[config.mk]
export PLATFORM = sky130hd
export DESIGN_NAME = rv_mc_ctrl
export DESIGN_NICKNAME = d
export VERILOG_FILES = /design/src/rtl/rv_mc_ctrl.sv
export SDC_FILE = /design/constraint.sdc
export NUM_CORES = 1
export LEC_CHECK = 0
export BUFFER_PORTS_ARGS = -buffer_cell sky130_fd_sc_hd__clkbuf_2
export CORE_MARGIN = 4
export CORE_UTILIZATION = 36
export DETAILED_ROUTE_END_ITERATION = 8
export PLACE_DENSITY = 0.67
export SLEW_MARGIN = 20
export SYNTH_ARGS = -nofsm -noshare
export SYNTH_HDL_FRONTEND = slang
export SYNTH_SLANG_ARGS = --single-unit
[constraint.sdc]
create_clock -name clk -period 2 [get_ports clk]
set_clock_uncertainty 0.2 [all_clocks]
set_input_delay 0.2 -clock clk [delete_from_list [all_inputs] [get_ports clk]]
set_output_delay 0.2 -clock clk [all_outputs]
set_load 0.03 [all_outputs]
[src/rtl/rv_mc_ctrl.sv]
// Multicycle RV32 control unit: Moore FSM sequencing fetch, decode, memory,
// ALU, branch, jump and LUI steps, with a sticky trap on unsupported encodings.
module rv_mc_ctrl #(
  parameter bit MEM_WAIT_EN = 1'b1
) (
  input  logic       clk,
  input  logic       reset_n,
  input  logic [6:0] opcode,
  input  logic [2:0] funct3,
  input  logic       funct7b5,
  input  logic       zero,
  input  logic       mem_ready,
  output logic       pc_write,
  output logic       ir_write,
  output logic       reg_write,
  output logic       mem_read,
  output logic       mem_write,
  output logic       adr_src,
  output logic [1:0] alu_src_a,
  output logic [1:0] alu_src_b,
  output logic [1:0] result_src,
  output logic [2:0] imm_src,
  output logic [3:0] alu_op,
  output logic       illegal,
  output logic [3:0] state
);

  typedef enum logic [3:0] {
    S_FETCH    = 4'd0,
    S_DECODE   = 4'd1,
    S_MEMADR   = 4'd2,
    S_MEMREAD  = 4'd3,
    S_MEMWB    = 4'd4,
    S_MEMWRITE = 4'd5,
    S_EXECR    = 4'd6,
    S_EXECI    = 4'd7,
    S_ALUWB    = 4'd8,
    S_BRANCH   = 4'd9,
    S_JAL      = 4'd10,
    S_LUI      = 4'd11,
    S_ILLEGAL  = 4'd15
  } state_t;

  localparam logic [6:0] OP_LOAD   = 7'b0000011;
  localparam logic [6:0] OP_STORE  = 7'b0100011;
  localparam logic [6:0] OP_REG    = 7'b0110011;
  localparam logic [6:0] OP_IMM    = 7'b0010011;
  localparam logic [6:0] OP_BRANCH = 7'b1100011;
  localparam logic [6:0] OP_JAL    = 7'b1101111;
  localparam logic [6:0] OP_LUI    = 7'b0110111;

  localparam logic [3:0] ALU_ADD = 4'b0100;
  localparam logic [3:0] ALU_SUB = 4'b0010;
  localparam logic [3:0] ALU_CMP = 4'b1010;
  localparam logic [3:0] ALU_MOV = 4'b1101;

  localparam logic [1:0] A_PC    = 2'b00;
  localparam logic [1:0] A_OLDPC = 2'b01;
  localparam logic [1:0] A_RS1   = 2'b10;
  localparam logic [1:0] B_RS2   = 2'b00;
  localparam logic [1:0] B_IMM   = 2'b01;
  localparam logic [1:0] B_FOUR  = 2'b10;

  localparam logic [1:0] RES_ALUOUT    = 2'b00;
  localparam logic [1:0] RES_RDATA     = 2'b01;
  localparam logic [1:0] RES_ALURESULT = 2'b10;

  localparam logic [2:0] IMM_I = 3'b000;
  localparam logic [2:0] IMM_S = 3'b001;
  localparam logic [2:0] IMM_B = 3'b010;
  localparam logic [2:0] IMM_J = 3'b011;
  localparam logic [2:0] IMM_U = 3'b100;

  state_t r_state;
  state_t w_next;
  logic   r_illegal;
  logic   w_ready;
  logic   w_pc_write;
  logic   w_ir_write;
  logic   w_reg_write;
  logic   w_mem_read;
  logic   w_mem_write;

  assign w_ready = MEM_WAIT_EN ? mem_ready : 1'b1;

  // NOTE: sequential state uses non-blocking assignments so every register
  // samples pre-edge values regardless of statement order.
  always_ff @(posedge clk) begin
    if (!reset_n) begin
      r_state   <= S_FETCH;
      r_illegal <= 1'b0;
    end else begin
      r_state <= w_next;
      if (w_next == S_ILLEGAL) r_illegal <= 1'b1;
    end
  end

  // NOTE: every combinational output gets a default before the case so no
  // path through the block leaves it unassigned (which would infer a latch).
  always_comb begin
    w_next = r_state;
    case (r_state)
      S_FETCH:    w_next = w_ready ? S_DECODE : S_FETCH;
      S_DECODE: begin
        case (opcode)
          OP_LOAD, OP_STORE: w_next = S_MEMADR;
          OP_REG:            w_next = S_EXECR;
          OP_IMM:            w_next = S_EXECI;
          OP_BRANCH:         w_next = S_BRANCH;
          OP_JAL:            w_next = S_JAL;
          OP_LUI:            w_next = S_LUI;
          default:           w_next = S_ILLEGAL;
        endcase
      end
      S_MEMADR:   w_next = (opcode == OP_LOAD) ? S_MEMREAD : S_MEMWRITE;
      S_MEMREAD:  w_next = w_ready ? S_MEMWB : S_MEMREAD;
      S_MEMWB:    w_next = S_FETCH;
      S_MEMWRITE: w_next = w_ready ? S_FETCH : S_MEMWRITE;
      S_EXECR,
      S_EXECI:    w_next = (funct3 == 3'b000) ? S_ALUWB : S_ILLEGAL;
      S_ALUWB:    w_next = S_FETCH;
      S_BRANCH:   w_next = (funct3[2:1] == 2'b00) ? S_FETCH : S_ILLEGAL;
      S_JAL:      w_next = S_ALUWB;
      S_LUI:      w_next = S_ALUWB;
      S_ILLEGAL:  w_next = S_ILLEGAL;
      default:    w_next = S_ILLEGAL;
    endcase
  end

  always_comb begin
    w_pc_write  = 1'b0;
    w_ir_write  = 1'b0;
    w_reg_write = 1'b0;
    w_mem_read  = 1'b0;
    w_mem_write = 1'b0;
    adr_src     = 1'b0;
    alu_src_a   = A_PC;
    alu_src_b   = B_RS2;
    result_src  = RES_ALUOUT;
    alu_op      = ALU_ADD;
    case (r_state)
      S_FETCH: begin
        w_mem_read = 1'b1;
        alu_src_b  = B_FOUR;
        result_src = RES_ALURESULT;
        w_ir_write = w_ready;
        w_pc_write = w_ready;
      end
      S_DECODE: begin
        alu_src_a = A_OLDPC;
        alu_src_b = B_IMM;
      end
      S_MEMADR: begin
        alu_src_a = A_RS1;
        alu_src_b = B_IMM;
      end
      S_MEMREAD: begin
        w_mem_read = 1'b1;
        adr_src    = 1'b1;
      end
      S_MEMWB: begin
        result_src  = RES_RDATA;
        w_reg_write = 1'b1;
      end
      S_MEMWRITE: begin
        w_mem_write = 1'b1;
        adr_src     = 1'b1;
      end
      S_EXECR: begin
        alu_src_a = A_RS1;
        alu_op    = funct7b5 ? ALU_SUB : ALU_ADD;
      end
      S_EXECI: begin
        alu_src_a = A_RS1;
        alu_src_b = B_IMM;
      end
      S_ALUWB:  w_reg_write = 1'b1;
      S_BRANCH: begin
        alu_src_a = A_RS1;
        alu_op    = ALU_CMP;
        case (funct3)
          3'b000:  w_pc_write = zero;
          3'b001:  w_pc_write = ~zero;
          default: w_pc_write = 1'b0;
        endcase
      end
      S_JAL: begin
        alu_src_a  = A_OLDPC;
        alu_src_b  = B_FOUR;
        w_pc_write = 1'b1;
      end
      S_LUI: begin
        alu_src_b = B_IMM;
        alu_op    = ALU_MOV;
      end
      default: ;
    endcase
  end

  always_comb begin
    case (opcode)
      OP_LOAD, OP_IMM: imm_src = IMM_I;
      OP_STORE:        imm_src = IMM_S;
      OP_BRANCH:       imm_src = IMM_B;
      OP_JAL:          imm_src = IMM_J;
      OP_LUI:          imm_src = IMM_U;
      default:         imm_src = IMM_I;
    endcase
  end

  // Enables drop as soon as reset_n falls so an interrupted memory access is
  // never completed, even before the reset edge arrives.
  assign pc_write  = reset_n & w_pc_write;
  assign ir_write  = reset_n & w_ir_write;
  assign reg_write = reset_n & w_reg_write;
  assign mem_read  = reset_n & w_mem_read;
  assign mem_write = reset_n & w_mem_write;
  assign illegal   = r_illegal;
  assign state     = r_state;

endmodule

==> results of run 1 <==
stage by stage:
step / instances / hold slack, ns / worst slack, ns / util / instance area, µm²
final: 171 / 0.0347 / 0.0830 / 0.538 / 1040
after global routing: 171 / 0.0490 / -0.00512 / 0.538 / 1040
after CTS: 171 / 0.0291 / 0.0192 / 0.526 / 1020
after detailed placement: 167 / 0.289 / 0.216 / 0.510 / 990
after global placement: 167 / 0.282 / 0.274 / 0.510 / 990
after floorplan: 102 / 0.129 / -0.0729 / - / 781
cells in the final DEF, fill, tap and decap left out, types with 3 or more instances in the layout:
cell,count
nor2_1,17
nor3_1,4
buf_4,7
clkbuf_4,4
xnor2_1,3
o22ai_1,3
nand2b_1,3
clkbuf_2,36
inv_1,3
o21ai_0,3
a21oi_1,6
nand2_1,7
and3_1,3
per-layer routing:
metal	up-vias	GRT usage	share of wire	routed length (µm)
li1	465	-	-	-
met1	409	0.231	0.48	1040
met2	30	0.256	0.46	1000
met3	0	0.0451	0.061	133
met4	0	0	0	0
met5	-	0	0	0
worst paths after layout:
check,depth (start not counted),start,to
setup / recovery,6,state[1]$_SDFF_PN0_,alu_src_b[0]
hold / removal,3,reset_n,illegal$_SDFFE_PN0N_
setup reg to reg,5,state[0]$_SDFF_PN0_,state[0]$_SDFF_PN0_
hold reg to reg,2,illegal$_SDFFE_PN0N_,illegal$_SDFFE_PN0N_
power by group:
part / internal [mW] / switching, mW / total [mW] / leakage [nW]
clock: 0.0727 / 0.0476 / 0.120 / 0.0177
sequential: 0.151 / 0.0645 / 0.215 / 0.0424
combinational: 0.491 / 0.901 / 1.39 / 0.406
cell usage after synthesis (2+ instances only):
library cell  instances  area share
nor3_1                7       0.048
nand2b_1              4       0.034
a31oi_1               2       0.017
o31ai_1               2       0.021
or2b_2                2       0.024
nand3_1               2       0.014
inv_1                 3       0.015
nand2_1               7       0.036
o211ai_1              2       0.021
o22ai_1               4       0.034
dfxtp_1               5        0.14
xnor2_1               3       0.036
o21ai_0               4       0.027
nor4b_1               2       0.024
and3_1                3       0.026
nor2_1               18       0.093
buf_6                 4       0.062
a21oi_1               6       0.041
sequential cells by signal, summed over array words and instances (netlist names):
signal and cells:
illegal 1, state 4
cell type report:
class / count / area share
multi-input cells: 87 / 0.594
flip-flops and latches: 5 / 0.102
clock inverters: 1 / 0.00479
inverters: 3 / 0.0108
well taps: 27 / 0.0323
clock buffers: 3 / 0.0216
repair buffers: 45 / 0.235
cell families (layout without fill, tap and decap cells):
| family | Yosys count | count (layout) | synth area share |
|---|---|---|---|
| XOR/XNOR | 4 | 4 | 0.0481 |
| flip-flops | 5 | 5 | 0.137 |
| AO/OA/AOI/OAI | 29 | 29 | 0.296 |
| buffers and inverters | 10 | 52 | 0.108 |
| AND/OR/NAND/NOR | 54 | 54 | 0.411 |
timing repair:
item | in CTS | in global routing
hold endpoints to repair | 0 | 0
endpoints found under the setup margin | 3 | 4
gates resized for setup | 2 | 9
pin swaps | 0 | 1
critical path, delay by kind of cell (launching register included):
| kind | cells | cell delay [ns] |
|---|---|---|
| AO/OA/AOI/OAI | 2 | 0.30 |
| buffers and inverters | 2 | 0.35 |
| flip-flops | 1 | 0.39 |
| AND/OR/NAND/NOR | 2 | 0.23 |
==> results.py, run 1 <==
metrics = {
    "final_layout": {
        "final-seq-area_um2": 106,
        "drive_gt1_frac": 0.486,
        "area_delta_synth_final_pct": 43.5,
        "n_antenna_cell": 0,
        "fill_cells": 206,
        "multi_input_area_um2": 621,
        "num-nets-final": 160,
    },
    "critical_path": {
        "cp_slowest_stage_delay_ns": 0.39,
        "required_ns": 1.60,
        "critPathArrivalTime_ns": 1.52,
        "criticalPathCategory": "reg -> out",
        "end_kind": "output port",
        "rrSetupSlack_ns": 0.36,
        "cp_max_fo": 9,
        "start_kind": "flip-flop",
        "crit_chain": "nand2b_4 -> buf_4 -> nand2_1 -> o21ai_0 -> o22ai_2 -> buf_2",
        "cpMaxStageDelayCell": "dfxtp_4",
    },
    "global_route": {
        "grt_max_degree": 16,
        "grt_pass1_vias": 795,
        "grt.total_usage": 0.162,
        "grt_pass1_wl_um": 3490,
        "grt_overflow_total": 0,
        "antenna_found_initial": 0,
    },
    "placed_design": {
        "routabilityCongestion": 0.839,
        "dp_hpwl_um": 1730,
        "port_buffers": 38,
    },
    "sta": {
        "hold_viol": 0,
        "slew_headroom": 0.685,
        "tns_ns": 0,
        "min_period_over_period": 0.958,
        "setup_viol": 0,
        "period_minus_slack_ns": 1.92,
        "tightest_slew_ns": 0.466,
        "max_freq_mhz": 522,
        "maxSlewViolCount": 0,
    },
    "job": {
        "maxCapViolCount": 0,
    },
    "clock_tree": {
        "clkTransAtPathRegs_ns": 0.05,
        "clockBufferDepth": 2,
        "clk_latency_ns": 0.25,
        "htree_levels": 1,
        "tritoncts": "done",
        "clockRootBuffer": "clkbuf_4",
        "numCtsBuffers": 3,
        "clock-sinks": 5,
        "cts_setup_buffers": 0,
        "cts.hold.buffers_added": 0,
    },
    "logic_synthesis": {
        "synthesis.nets": 117,
        "syn_inst": 102,
        "syn_avg_cell_area_um2": 7.14,
        "yosysSeqAreaShare": 0.137,
        "yosysUniqueCellTypes": 40,
        "async_flop_share": 0,
        "yosysWarnings": 0,
        "synthFlopType": "dfxtp_1",
        "synth_area_um2": 728,
        "synth_edf_count": 0,
        "synth_seq_cells": 5,
    },
    "pwr": {
        "leakage_nw": 0.467,
        "p_per_area_nw_per_um2": 1650,
        "p_total_mw": 1.73,
        "vdd_drop_max_v": 0.00109,
    },
    "floorplan": {
        "num_rows": 16,
        "fp.dieW_um": 53.0,
        "die_area_um2": 2810,
        "die-height_um": 53.0,
        "start_util": 0.375,
        "io-pin-count": 39,
        "core_um2": 1940,
    },
    "hold_path": {
        "hold_path.class": "in -> reg",
    },
    "route": {
        "antenna_left": 0,
        "viasPerCell": 5.29,
        "route.detailed.drc": 0,
        "drt_pass1_iterations": 4,
        "routed_wl_um": 2170,
        "dr.first_iter.drc_count": 10,
        "wl_per_cell_um": 12.7,
        "vias": 904,
    },
    "run_status": {
        "status": "complete, no violations",
    },
}
No activity file was read; power rests on OpenSTA's default activity.
==> run 2: changes to the inputs <==
Settings changed: CORE_UTILIZATION 36 to 44, PLACE_DENSITY 0.67 to 0.79.
==> run 2 against run 1 <==
  * Global-route usage is 3.1 points higher
  * Sequential share of layout area fell by 0.51 points
  * Worst hold slack worse by 0.018 ns
  * Register-to-register slack got worse by 0.06 ns
  * Die area shrank 16%
  * Design area increased by 2.8%
  * Largest cell class unchanged
  * Non-clock buffer count grew 1
  * Critical endpoint is now pc_write
  * Critical path depth decreased by 1
  * Clock power about the same
  * Wire length is 5.9% higher
  * Fmax increased by 0.32%
  * Power up 6.2%
==> results.py, run 2 (synthesized netlist as in run 1, its figures left out) <==
metrics = {
    "critical_path": {
        "required_ns": 1.60,
        "start_kind": "flip-flop",
        "cpMaxStageDelayCell": "dfxtp_2",
        "cp_slowest_stage_delay_ns": 0.35,
        "critical_path.top_delay_family": "compound AO/OA/AOI/OAI gates",
        "cp_max_fo": 8,
        "cp_num_buf_inv": 1,
        "ff2ff_path_depth": 4,
        "criticalPathCategory": "reg -> out",
        "crit_chain": "nand2b_4 -> o41ai_2 -> a21oi_2 -> nor3_4 -> clkbuf_8",
        "end_kind": "output port",
        "critPathArrivalTime_ns": 1.51,
        "cp.depth": 5,
    },
    "floorplan": {
        "io-pin-count": 39,
        "start_util": 0.472,
        "num_rows": 14,
        "core_um2": 1540,
        "fp.dieW_um": 48.7,
        "die_area_um2": 2370,
        "die-height_um": 48.7,
    },
    "global_route": {
        "grt_pass1_vias": 883,
        "globalRouteMet3Util": 0.0552,
        "use_met1": 0.232,
        "grt_pass1_wl_um": 3820,
        "top_usage_layer": "met2",
        "grt_max_degree": 13,
        "grt_overflow_total": 0,
        "grt.total_usage": 0.193,
        "grt_util_met2": 0.337,
        "antenna_found_initial": 0,
    },
    "route": {
        "drt_pass1_iterations": 4,
        "wl_per_cell_um": 14.3,
        "routed_wl_um": 2300,
        "antenna_left": 0,
        "vias": 967,
        "dr.first_iter.drc_count": 28,
        "viasPerCell": 6.01,
        "route.detailed.drc": 0,
    },
    "clock_tree": {
        "clkTransAtPathRegs_ns": 0.05,
        "clockRootBuffer": "clkbuf_4",
        "numCtsBuffers": 3,
        "tritoncts": "done",
        "cts.hold.buffers_added": 0,
        "clk_latency_ns": 0.25,
        "clockBufferDepth": 2,
        "htree_levels": 1,
        "clock-sinks": 5,
    },
    "sta": {
        "period_minus_slack_ns": 1.91,
        "tns_ns": 0,
        "tightest_slew_ns": 0.443,
        "maxSlewViolCount": 0,
        "setup_viol": 0,
        "min_period_over_period": 0.955,
        "max_freq_mhz": 523,
        "hold_viol": 0,
        "slew_headroom": 0.700,
    },
    "hold_path": {
        "worstHoldPathCells": 3,
        "hold_path.class": "in -> reg",
    },
    "final_layout": {
        "area_delta_synth_final_pct": 47.4,
        "largest_register_ffs": 4,
        "final_cell_mix": "clkbuf_2, nor2_1, buf_4",
        "drive_gt1_frac": 0.497,
        "n_antenna_cell": 0,
        "layout_commonest_cell": "clkbuf_2",
        "num-nets-final": 161,
    },
    "pwr": {
        "leakage_nw": 0.477,
        "p_total_mw": 1.83,
        "vdd_drop_max_v": 0.000848,
        "p_per_area_nw_per_um2": 1710,
    },
    "run_status": {
        "status": "complete, no violations",
    },
    "placed_design": {
        "port_buffers": 38,
        "dp_hpwl_um": 1830,
        "routabilityCongestion": 0.858,
    },
    "job": {
        "maxCapViolCount": 0,
    },
}
==> run 2: layout make-up <==
type,count,area [µm²]
Clock buffer,4,26.3
Fill cell,136,468
Inverter,3,11.3
Multi-Input combinational cell,87,642
Sequential cell,5,104
Tap cell,16,20.0
Timing Repair Buffer,46,270
==> run 2: what timing repair did <==
item	in CTS	in global routing
buffers inserted	0	1
setup endpoints to repair	3	6
resized for setup	7	12
==> run 2: report_power, final <==
| part | total (mW) | switching, mW | leakage [nW] | internal [mW] |
|---|---|---|---|---|
| clock | 0.123 | 0.0470 | 0.0150 | 0.0758 |
| sequential | 0.225 | 0.0775 | 0.0421 | 0.148 |
| combinational | 1.49 | 0.925 | 0.420 | 0.562 |
| total | 1.83 | 1.05 | 0.477 | 0.785 |
==> run 2: path summary, 6_finish.rpt <==
path,startpoint,endpoint,slack (ns)
max,state[1]$_SDFF_PN0_,pc_write,0.09
min,reset_n,illegal$_SDFFE_PN0N_,0.02
max reg2reg,state[3]$_SDFF_PN0_,state[0]$_SDFF_PN0_,0.30
min reg2reg,illegal$_SDFFE_PN0N_,illegal$_SDFFE_PN0N_,0.39
==> run 2: metal layers <==
metal / up-vias / share of wire
li1: 470 / -
met1: 452 / 0.41
met2: 43 / 0.51
met3: 2 / 0.076
met4: 0 / 0.0026
met5: - / 0
==> run 2: per-stage QoR <==
step	setup slack (ns)	area, µm²	hold WS (ns)	utilization	std cells
final	0.0892	1070	0.0171	0.696	161
after global routing	-0.00502	1070	0.0355	0.696	161
after CTS	0.000225	1030	0.0140	0.668	160
after detailed placement	0.158	976	0.270	0.633	156
after global placement	0.227	976	0.271	0.633	156
after floorplan	-0.0729	781	0.129	-	102
==> run 2: tightest hold or removal path: cells and delay by family <==
kind,cells,cell delay [ns]
buffers and inverters,1,0.11
AOI/OAI and AO/OA,2,0.10
